<file path="src/rtl/psum_accumulator.sv">
// psum_accumulator
//   Sits downstream of the 4-input MAC PE. For each output pixel it seeds the
//   accumulator with a bias, adds cfg_num_acc signed partial sums with
//   saturation, then requantizes the total with a rounding right shift and
//   clamps it to an 8-bit activation.
//
// Ports
//   clk, rst          rising-edge clock, asynchronous active-high reset
//   start             begin a pixel (sampled only in IDLE)
//   cfg_num_acc       partial sums to accumulate (0 behaves as 1)
//   cfg_bias          signed initial accumulator value
//   cfg_shift         requantization right shift, 0..31
//   psum_valid/ready  partial-sum input handshake, psum_in signed
//   out_valid/ready   result handshake
//   out_data          signed 8-bit requantized activation
//   out_acc           raw accumulator total
//   busy              FSM not in IDLE
//
// Build option
//   PSUM_ACC_RELU_EN  when defined, negative requantized results become 0.
module psum_accumulator #(
    parameter int PSUM_W = 25,
    parameter int ACC_W  = 32,
    parameter int CNT_W  = 8
) (
    input  logic                     clk,
    input  logic                     rst,
    input  logic                     start,
    input  logic [CNT_W-1:0]         cfg_num_acc,
    input  logic signed [ACC_W-1:0]  cfg_bias,
    input  logic [4:0]               cfg_shift,
    input  logic                     psum_valid,
    input  logic signed [PSUM_W-1:0] psum_in,
    output logic                     psum_ready,
    output logic                     out_valid,
    input  logic                     out_ready,
    output logic signed [7:0]        out_data,
    output logic signed [ACC_W-1:0]  out_acc,
    output logic                     busy
);

    typedef enum logic [1:0] {IDLE, ACCUM, QUANT, OUT} state_t;

    localparam logic signed [ACC_W:0] Q_MAX = (ACC_W+1)'(127);
    localparam logic signed [ACC_W:0] Q_MIN = -(ACC_W+1)'(128);

    state_t                  state;
    logic signed [ACC_W-1:0] acc;
    logic [CNT_W-1:0]        cnt;
    logic [4:0]              shift;

    // Accumulate one bit wider so overflow shows up as a sign/MSB disagreement.
    logic signed [ACC_W:0]   sum_ext;
    logic signed [ACC_W-1:0] acc_sat;

    always_comb begin
        sum_ext = {acc[ACC_W-1], acc} + (ACC_W+1)'(psum_in);
        acc_sat = sum_ext[ACC_W-1:0];
        if (sum_ext[ACC_W] != sum_ext[ACC_W-1])
            acc_sat = sum_ext[ACC_W] ? {1'b1, {(ACC_W-1){1'b0}}}
                                     : {1'b0, {(ACC_W-1){1'b1}}};
    end

    // Round-half-up right shift; the extra bit keeps acc + 2^(shift-1) exact.
    logic signed [ACC_W:0] rnd_bias;
    logic signed [ACC_W:0] rnd_sum;
    logic signed [ACC_W:0] r;
    logic signed [7:0]     q;

    always_comb begin
        rnd_bias = '0;
        if (shift != 5'd0)
            rnd_bias = (ACC_W+1)'(1) << (shift - 5'd1);
        rnd_sum = {acc[ACC_W-1], acc} + rnd_bias;
        r       = rnd_sum >>> shift;
        q       = r[7:0];
`ifdef PSUM_ACC_RELU_EN
        if (r < 0)
            q = '0;
        else if (r > Q_MAX)
            q = 8'sd127;
`else
        if (r > Q_MAX)
            q = 8'sd127;
        else if (r < Q_MIN)
            q = -8'sd128;
`endif
    end

    always_ff @(posedge clk or posedge rst) begin
        if (rst) begin
            state    <= IDLE;
            acc      <= '0;
            cnt      <= '0;
            shift    <= '0;
            out_data <= '0;
            out_acc  <= '0;
        end else begin
            case (state)
                IDLE: if (start) begin
                    acc   <= cfg_bias;
                    cnt   <= (cfg_num_acc == '0) ? CNT_W'(1) : cfg_num_acc;
                    shift <= cfg_shift;
                    state <= ACCUM;
                end
                ACCUM: if (psum_valid) begin
                    acc <= acc_sat;
                    cnt <= cnt - CNT_W'(1);
                    if (cnt == CNT_W'(1))
                        state <= QUANT;
                end
                QUANT: begin
                    out_data <= q;
                    out_acc  <= acc;
                    state    <= OUT;
                end
                OUT: if (out_ready)
                    state <= IDLE;
                default: state <= IDLE;
            endcase
        end
    end

    // Handshake flags depend on the state register only.
    assign psum_ready = (state == ACCUM);
    assign out_valid  = (state == OUT);
    assign busy       = (state != IDLE);

endmodule

</file>
<file path="config.mk">
export PLATFORM = sky130hd
export DESIGN_NAME = psum_accumulator
export DESIGN_NICKNAME = d
export VERILOG_FILES = /design/src/rtl/psum_accumulator.sv
export SDC_FILE = /design/constraint.sdc
export NUM_CORES = 1
export LEC_CHECK = 0
export ABC_AREA = 0
export CORE_UTILIZATION = 30
export CTS_CLUSTER_DIAMETER = 30
export DETAILED_ROUTE_END_ITERATION = 8
export PLACE_DENSITY = 0.45
export SLEW_MARGIN = 20
export SYNTH_ARGS = -nofsm -noshare
export SYNTH_HDL_FRONTEND = slang
export SYNTH_SLANG_ARGS = --single-unit
export TNS_END_PERCENT = 10
</file>
<file path="constraint.sdc">
create_clock -name clk -period 16.1 [get_ports clk]
set_input_delay 2.415 -clock clk [delete_from_list [all_inputs] [get_ports clk]]
set_output_delay 2.415 -clock clk [all_outputs]
set_load 0.005 [all_outputs]
</file>
==> flow_summary.json, run 1 <==
{
  "final_cells": 1914,
  "dieArea_um2": 36600,
  "grt-ovfl-total": 0,
  "die_w_um": 191,
  "startpoint_type": "flop",
  "clock-sinks": 87,
  "synthTopCellsByArea": "dfrtp_1, ha_1, nand2_1, a21oi_1, nor2_1",
  "path_cells": "buf_4 > nor2_1 > nand2_1 > nor2_1 > ha_1 > o211ai_1 > a21oi_2 > o21ai_0 > o211ai_1 > and2_1 > o221ai_1 > nor3_1 > a221oi_1 > nor2_1 > nor3_1 > a41oi_1 > nor4_4 > o32ai_1",
  "timing.final.crit_period_ns": 6.50,
  "finalCritPeriodShare_pct": 40.3,
  "num_vias": 11135,
  "coreArea_um2": 35400,
  "drv_cap": 0,
  "n_fill_cell": 3819,
  "place_hpwl_um": 32300,
  "slew_headroom_pct": 38.7,
  "setup_tns_ns": 0,
  "pwr_density_cell_nw_per_um2": 260,
  "ir_drop_v": 0.000170,
  "status": "completed",
  "drtPass1Iterations": 5,
  "root_buffer": "clkbuf_16",
  "nNetsFinal": 1595,
  "rows": 69,
  "drc": 0,
  "synthCells": 1383,
  "grt_start_max_net_pins": 63,
  "first_global_vias": 10894,
  "critPathMaxFanout": 55,
  "io_pins": 118,
  "synth_area_um2": 10800,
  "cts_buffers": 9,
  "crit_type": "flop to flop",
  "dpl.cell_count": 1897,
  "drt_iter0_markers": 823,
  "clk_path_buf_depth": 2,
  "cpMostUsedCell": "nor2_1",
  "worst-path-buf-inv": 1,
  "setup_viol": 0,
  "seq_area_frac_synth_pct": 20.2,
  "start_util_pct": 30.4,
  "drive_gt1_share_pct": 10.5,
  "worstPathRequired_ns": 16.30,
  "clk_latency_ns": 0.35,
  "p_leak_nw": 4.85,
  "hold_class": "flop to flop",
  "wl_per_cell_um": 21.8,
  "h-tree-depth": 3,
  "cts_hold_buf": 0,
  "die_y_um": 191,
  "clk_pin_slew_ns": 0.07,
  "gp_congestion": 0.936,
  "whs_ns": 0.510,
  "fin_skew_ns": 0.0143,
  "post_cts_buffers": 0,
  "vias_per_cell": 5.82,
  "final_max_slew_viol_count": 0,
  "track_usage_pct": 22.9,
  "detail-route-antenna-nets": 0,
  "final_common_cell": "nand2_1",
  "synth_seq_cells": 87,
  "antenna_found_initial": 1,
  "synth_cell_types": 108,
  "cts_resized": 0,
  "rsz0062_at_grt": "no",
  "worst-path-stages": 18,
  "synth_flop_cell": "dfrtp_1",
  "path_delay_family": "compound AO/OA/AOI/OAI gates",
  "syn_area_per_cell_um2": 7.78,
  "critPathCaptureType": "flop",
  "critical_path.max_stage_delay_ns": 0.68,
  "hold_viol": 0,
  "finish.utilization_pct": 35.1,
  "wirelength_um": 41800,
  "r2r_cells": 18,
  "power.total_mw": 3.23,
  "min_path_cells": 1,
  "final_cell_mix": "nand2_1, nor2_1, clkdlybuf4s50_1",
  "postSynth.asyncResetShare_pct": 100,
  "tightest_slew_ns": 0.913,
  "crit_arrival_ns": 6.70,
  "ys_warn_count": 0,
  "syn_nets": 1531,
  "synth.top_cell.area_share_pct": 20.2,
  "io_buffers": 117,
  "syn_to_final_growth_pct": 15.3,
  "cpMaxStageDelayCell": "a221oi_1",
  "synth_top_area_cell": "dfrtp_1",
  "cts_tree": "done",
  "max_freq_mhz": 154,
  "grt_pass1_wl_um": 64200,
  "synth_edf_count": 0
}
[worst reg2reg max path, cell delays in order, from the launching register on]
cell	delay, ns
dfrtp_2	0.45
buf_4	0.33
nor2_1	0.60
nand2_1	0.36
nor2_1	0.23
ha_1	0.30
o211ai_1	0.22
a21oi_2	0.09
o21ai_0	0.50
o211ai_1	0.37
and2_1	0.30
o221ai_1	0.50
nor3_1	0.09
a221oi_1	0.68
nor2_1	0.08
nor3_1	0.32
a41oi_1	0.22
nor4_4	0.56
o32ai_1	0.15
[stage by stage]
step,area (um2),worst slack [ns]
after global placement,12100,9.41
after global routing,12400,9.23
after detailed placement,12100,9.30
after floorplan,10800,10.42
after CTS,12400,9.66
final,12400,9.60
[cell families after synthesis]
kind of cell | count (synthesis) | synth area share [%]
flops | 87 | 20.2
simple gates | 515 | 22.8
buf+inv | 123 | 6.78
compound gates | 471 | 30.1
other cells | 1 | 0.0348
fa+ha+maj | 73 | 8.62
xor+xnor | 44 | 3.65
mux | 69 | 7.76
[path summary, 6_finish.rpt]
kind	slack, ns	startpoint	to
worst max-delay path	9.60	shift[0]	out_data[3]
worst min-delay path	0.51	out_acc[0]	out_acc[0]
worst max register to register	9.60	shift[0]	out_data[3]
worst min register to register	0.51	out_acc[0]	out_acc[0]
max in group asynchronous	12.51	rst	out_acc[17]
min in group asynchronous	2.39	rst	out_acc[30]
[synthesized netlist by cell type (all sizes together) (8+ instances only)]
| library cell | number |
|---|---|
| clkbuf | 59 |
| dfrtp | 87 |
| xnor2 | 29 |
| nand3 | 55 |
| nand2 | 155 |
| ha | 71 |
| buf | 22 |
| o221ai | 8 |
| nand2b | 10 |
| inv | 39 |
| a211oi | 22 |
| o2111ai | 9 |
| nor2 | 141 |
| o21a | 18 |
| nand4 | 16 |
| o311ai | 9 |
| a221oi | 9 |
| and2 | 13 |
| o31ai | 11 |
| or3 | 9 |
| nor4 | 10 |
| o211ai | 22 |
| or2 | 10 |
| o21ai | 98 |
| a311oi | 8 |
| a21o | 23 |
| mux2 | 44 |
| mux2i | 18 |
| a21oi | 119 |
| and3 | 14 |
| o22ai | 13 |
| nor3 | 53 |
| a31oi | 38 |
| nor2b | 10 |
| xor2 | 15 |
[sequential cells by signal, summed over array words and instances (netlist names)]
signal,flops
acc,32
out_acc,32
cnt,8
out_data,8
shift,5
state,2
[final cells by class]
type                       count  area (um2)  area share (%)
clock inverter                 4        52.6           0.423
inverter                      41         156            1.26
antenna                        1        2.50          0.0202
clock buffer                  12         267            2.15
timing repair buffer         135        1310            10.5
tap                          461         577            4.65
multi-input combinational   1173        7880            63.4
sequential                    87        2180            17.5
[metal layers]
layer | vias up | routed length, um | track usage, %
met5 | - | 0 | 0
met3 | 59 | 2410 | 2.64
met4 | 0 | 1160 | 7.72
met1 | 5367 | 19100 | 31.6
met2 | 373 | 19100 | 36.7
li1 | 5336 | - | -
[where the power goes]
group          switching (mW)  total, mW  internal, mW  leakage (nW)
Sequential              0.144      0.477         0.332         0.976
Clock                  0.0922      0.225         0.133         0.147
Combinational            1.58       2.52         0.944          3.73
Power figures use the tool's default switching activity.
==> run 2, diff against run 1 <==
==> constraint.sdc (replaced) <==
create_clock -name clk -period 6.37 [get_ports clk]
set_input_delay 0.9555 -clock clk [delete_from_list [all_inputs] [get_ports clk]]
set_output_delay 0.9555 -clock clk [all_outputs]
set_load 0.005 [all_outputs]
==> flow_summary.json, run 2 (synthesis results as in run 1) <==
{
  "drt_iter0_markers": 1001,
  "final_cell_mix": "nand2_1, nor2_1, clkdlybuf4s50_1",
  "rsz0062_at_grt": "no",
  "worst-path-stages": 16,
  "hold_viol": 0,
  "finish.utilization_pct": 35.8,
  "power_frac_seq_pct": 14.7,
  "postLayoutCellArea_um2": 12700,
  "worstSetupEndpoint": "out_data[2]",
  "die_y_um": 191,
  "power_report.internal_total_mw": 3.80,
  "power_frac_clock_pct": 7.8,
  "crit_type": "flop to flop",
  "cts_buffers": 9,
  "drc": 0,
  "grt-ovfl-total": 0,
  "reg_top3": "acc x32, out_acc x32",
  "r2r_cells": 16,
  "r2r-start": "shift[4]",
  "place_area_um2": 12300,
  "startpoint_type": "flop",
  "final_cells": 1940,
  "tightest_slew_ns": 1.10,
  "clk_pin_slew_ns": 0.07,
  "reg2reg_slack_ns": 0.47,
  "min_path_cells": 1,
  "gp_congestion": 0.935,
  "hold_class": "flop to flop",
  "track_usage_pct": 23.3,
  "worstSetupStartpoint": "shift[4]",
  "multi_input_area_um2": 7880,
  "wl_per_cell_um": 22.0,
  "post_cts_buffers": 0,
  "wirelength_um": 42700,
  "path_delay_family": "simple AND/OR/NAND/NOR gates",
  "crit_arrival_ns": 6.11,
  "pwr_density_cell_nw_per_um2": 666,
  "setup_viol": 0,
  "cts_tree": "done",
  "ir_drop_v": 0.000488,
  "dpl.cell_count": 1924,
  "root_buffer": "clkbuf_16",
  "critical_path.max_stage_delay_ns": 0.59,
  "r2r_end": "out_data[2]",
  "start_util_pct": 30.4,
  "final_max_slew_viol_count": 0,
  "slew_headroom_pct": 26.7,
  "nNetsFinal": 1622,
  "switching_share_pct": 55.0,
  "worst-path-buf-inv": 1,
  "p_sw_mw": 4.64,
  "fin_skew_ns": 0.0105,
  "cts_resized": 0,
  "place_hpwl_um": 33700,
  "rows": 69,
  "die_w_um": 191,
  "grt_pass1_wl_um": 65500,
  "drv_cap": 0,
  "antenna_found_initial": 0,
  "first_global_vias": 10883,
  "combPwrFrac_pct": 77.4,
  "num_vias": 11258,
  "vias_per_cell": 5.80,
  "drive_gt1_share_pct": 12.0,
  "coreArea_um2": 35400,
  "detail-route-antenna-nets": 0,
  "seqCellArea_um2": 2180,
  "status": "completed",
  "cts_hold_buf": 0,
  "clock-sinks": 87,
  "path_cells": "inv_1 > nand2_1 > nor3_1 > ha_1 > a21oi_1 > nand2_1 > o211ai_1 > a211oi_2 > or4_1 > nand3_1 > o21ai_0 > mux4_2 > a211oi_2 > a41oi_1 > nor4_4 > o32ai_1",
  "timing.final.crit_period_ns": 5.90,
  "p_leak_nw": 5.01,
  "worstPathRequired_ns": 6.58,
  "h-tree-depth": 3,
  "io_buffers": 117,
  "max_freq_mhz": 170,
  "antenna-diode-count": 0,
  "clk_latency_ns": 0.36,
  "setup_tns_ns": 0,
  "dieArea_um2": 36600,
  "n_fill_cell": 3817,
  "whs_ns": 0.507,
  "grt_start_max_net_pins": 62,
  "finalCritPeriodShare_pct": 92.6,
  "final_common_cell": "nand2_1",
  "critPathCaptureType": "flop",
  "drtPass1Iterations": 5,
  "io_pins": 118,
  "critPathMaxFanout": 9,
  "clk_path_buf_depth": 2,
  "cpMaxStageDelayCell": "mux4_2",
  "syn_to_final_growth_pct": 17.7
}
run 2: metal layers:
metal,GRT usage [%],share of wire (%),vias to the layer above
met5,0,0,-
met4,6.59,2.6,0
met3,2.50,5.2,65
met2,37.9,46,404
met1,32.4,47,5391
li1,-,-,5398
run 2: worst register-to-register path, cell delays in order, from the launching register on:
cell and delay [ns]:
dfrtp_1 0.51, inv_1 0.16, nand2_1 0.33, nor3_1 0.50, ha_1 0.41, a21oi_1 0.26
nand2_1 0.12, o211ai_1 0.34, a211oi_2 0.22, or4_1 0.55, nand3_1 0.34, o21ai_0 0.34
mux4_2 0.59, a211oi_2 0.17, a41oi_1 0.19, nor4_4 0.57, o32ai_1 0.16
run 2: power groups by stage:
stage / Sequential, mW / Clock, mW / Combinational [mW]
after floorplan: 1.04 / 0 / 4.59
after global placement: 1.25 / 0 / 6.50
after detailed placement: 1.25 / 0 / 6.42
after CTS: 1.24 / 0.675 / 6.46
after global routing: 1.28 / 0.691 / 7.12
final: 1.24 / 0.662 / 6.53
run 2: worst min-delay path by stage:
stage | endpoint | startpoint | slack [ns]
2_1_floorplan | cnt[1] | cnt[1] | 0.47
3_3_place_gp | out_acc[9] | out_acc[9] | 0.49
3_5_place_dp | out_acc[0] | out_acc[0] | 0.49
4_1_cts | out_acc[0] | out_acc[0] | 0.51
5_1_grt | out_acc[11] | out_acc[11] | 0.52
6_report | out_acc[0] | out_acc[0] | 0.51
run 2: layout make-up:
type                            count  share of cell area (%)
Timing Repair Buffer              162                    12.0
Tap cell                          461                    4.55
Clock buffer                       10                    1.81
Clock inverter                      6                    1.05
Sequential cell                    87                    17.2
Multi-Input combinational cell   1173                    62.2
Inverter                           41                    1.23
run 2: through the flow:
step | power (mW) | setup slack, ns
6_report | 8.44 | 0.474
2_1_floorplan | 5.63 | 0.878
3_5_place_dp | 7.67 | 0.509
3_3_place_gp | 7.75 | 0.508
5_1_grt | 9.09 | 0.163
4_1_cts | 8.38 | 0.590
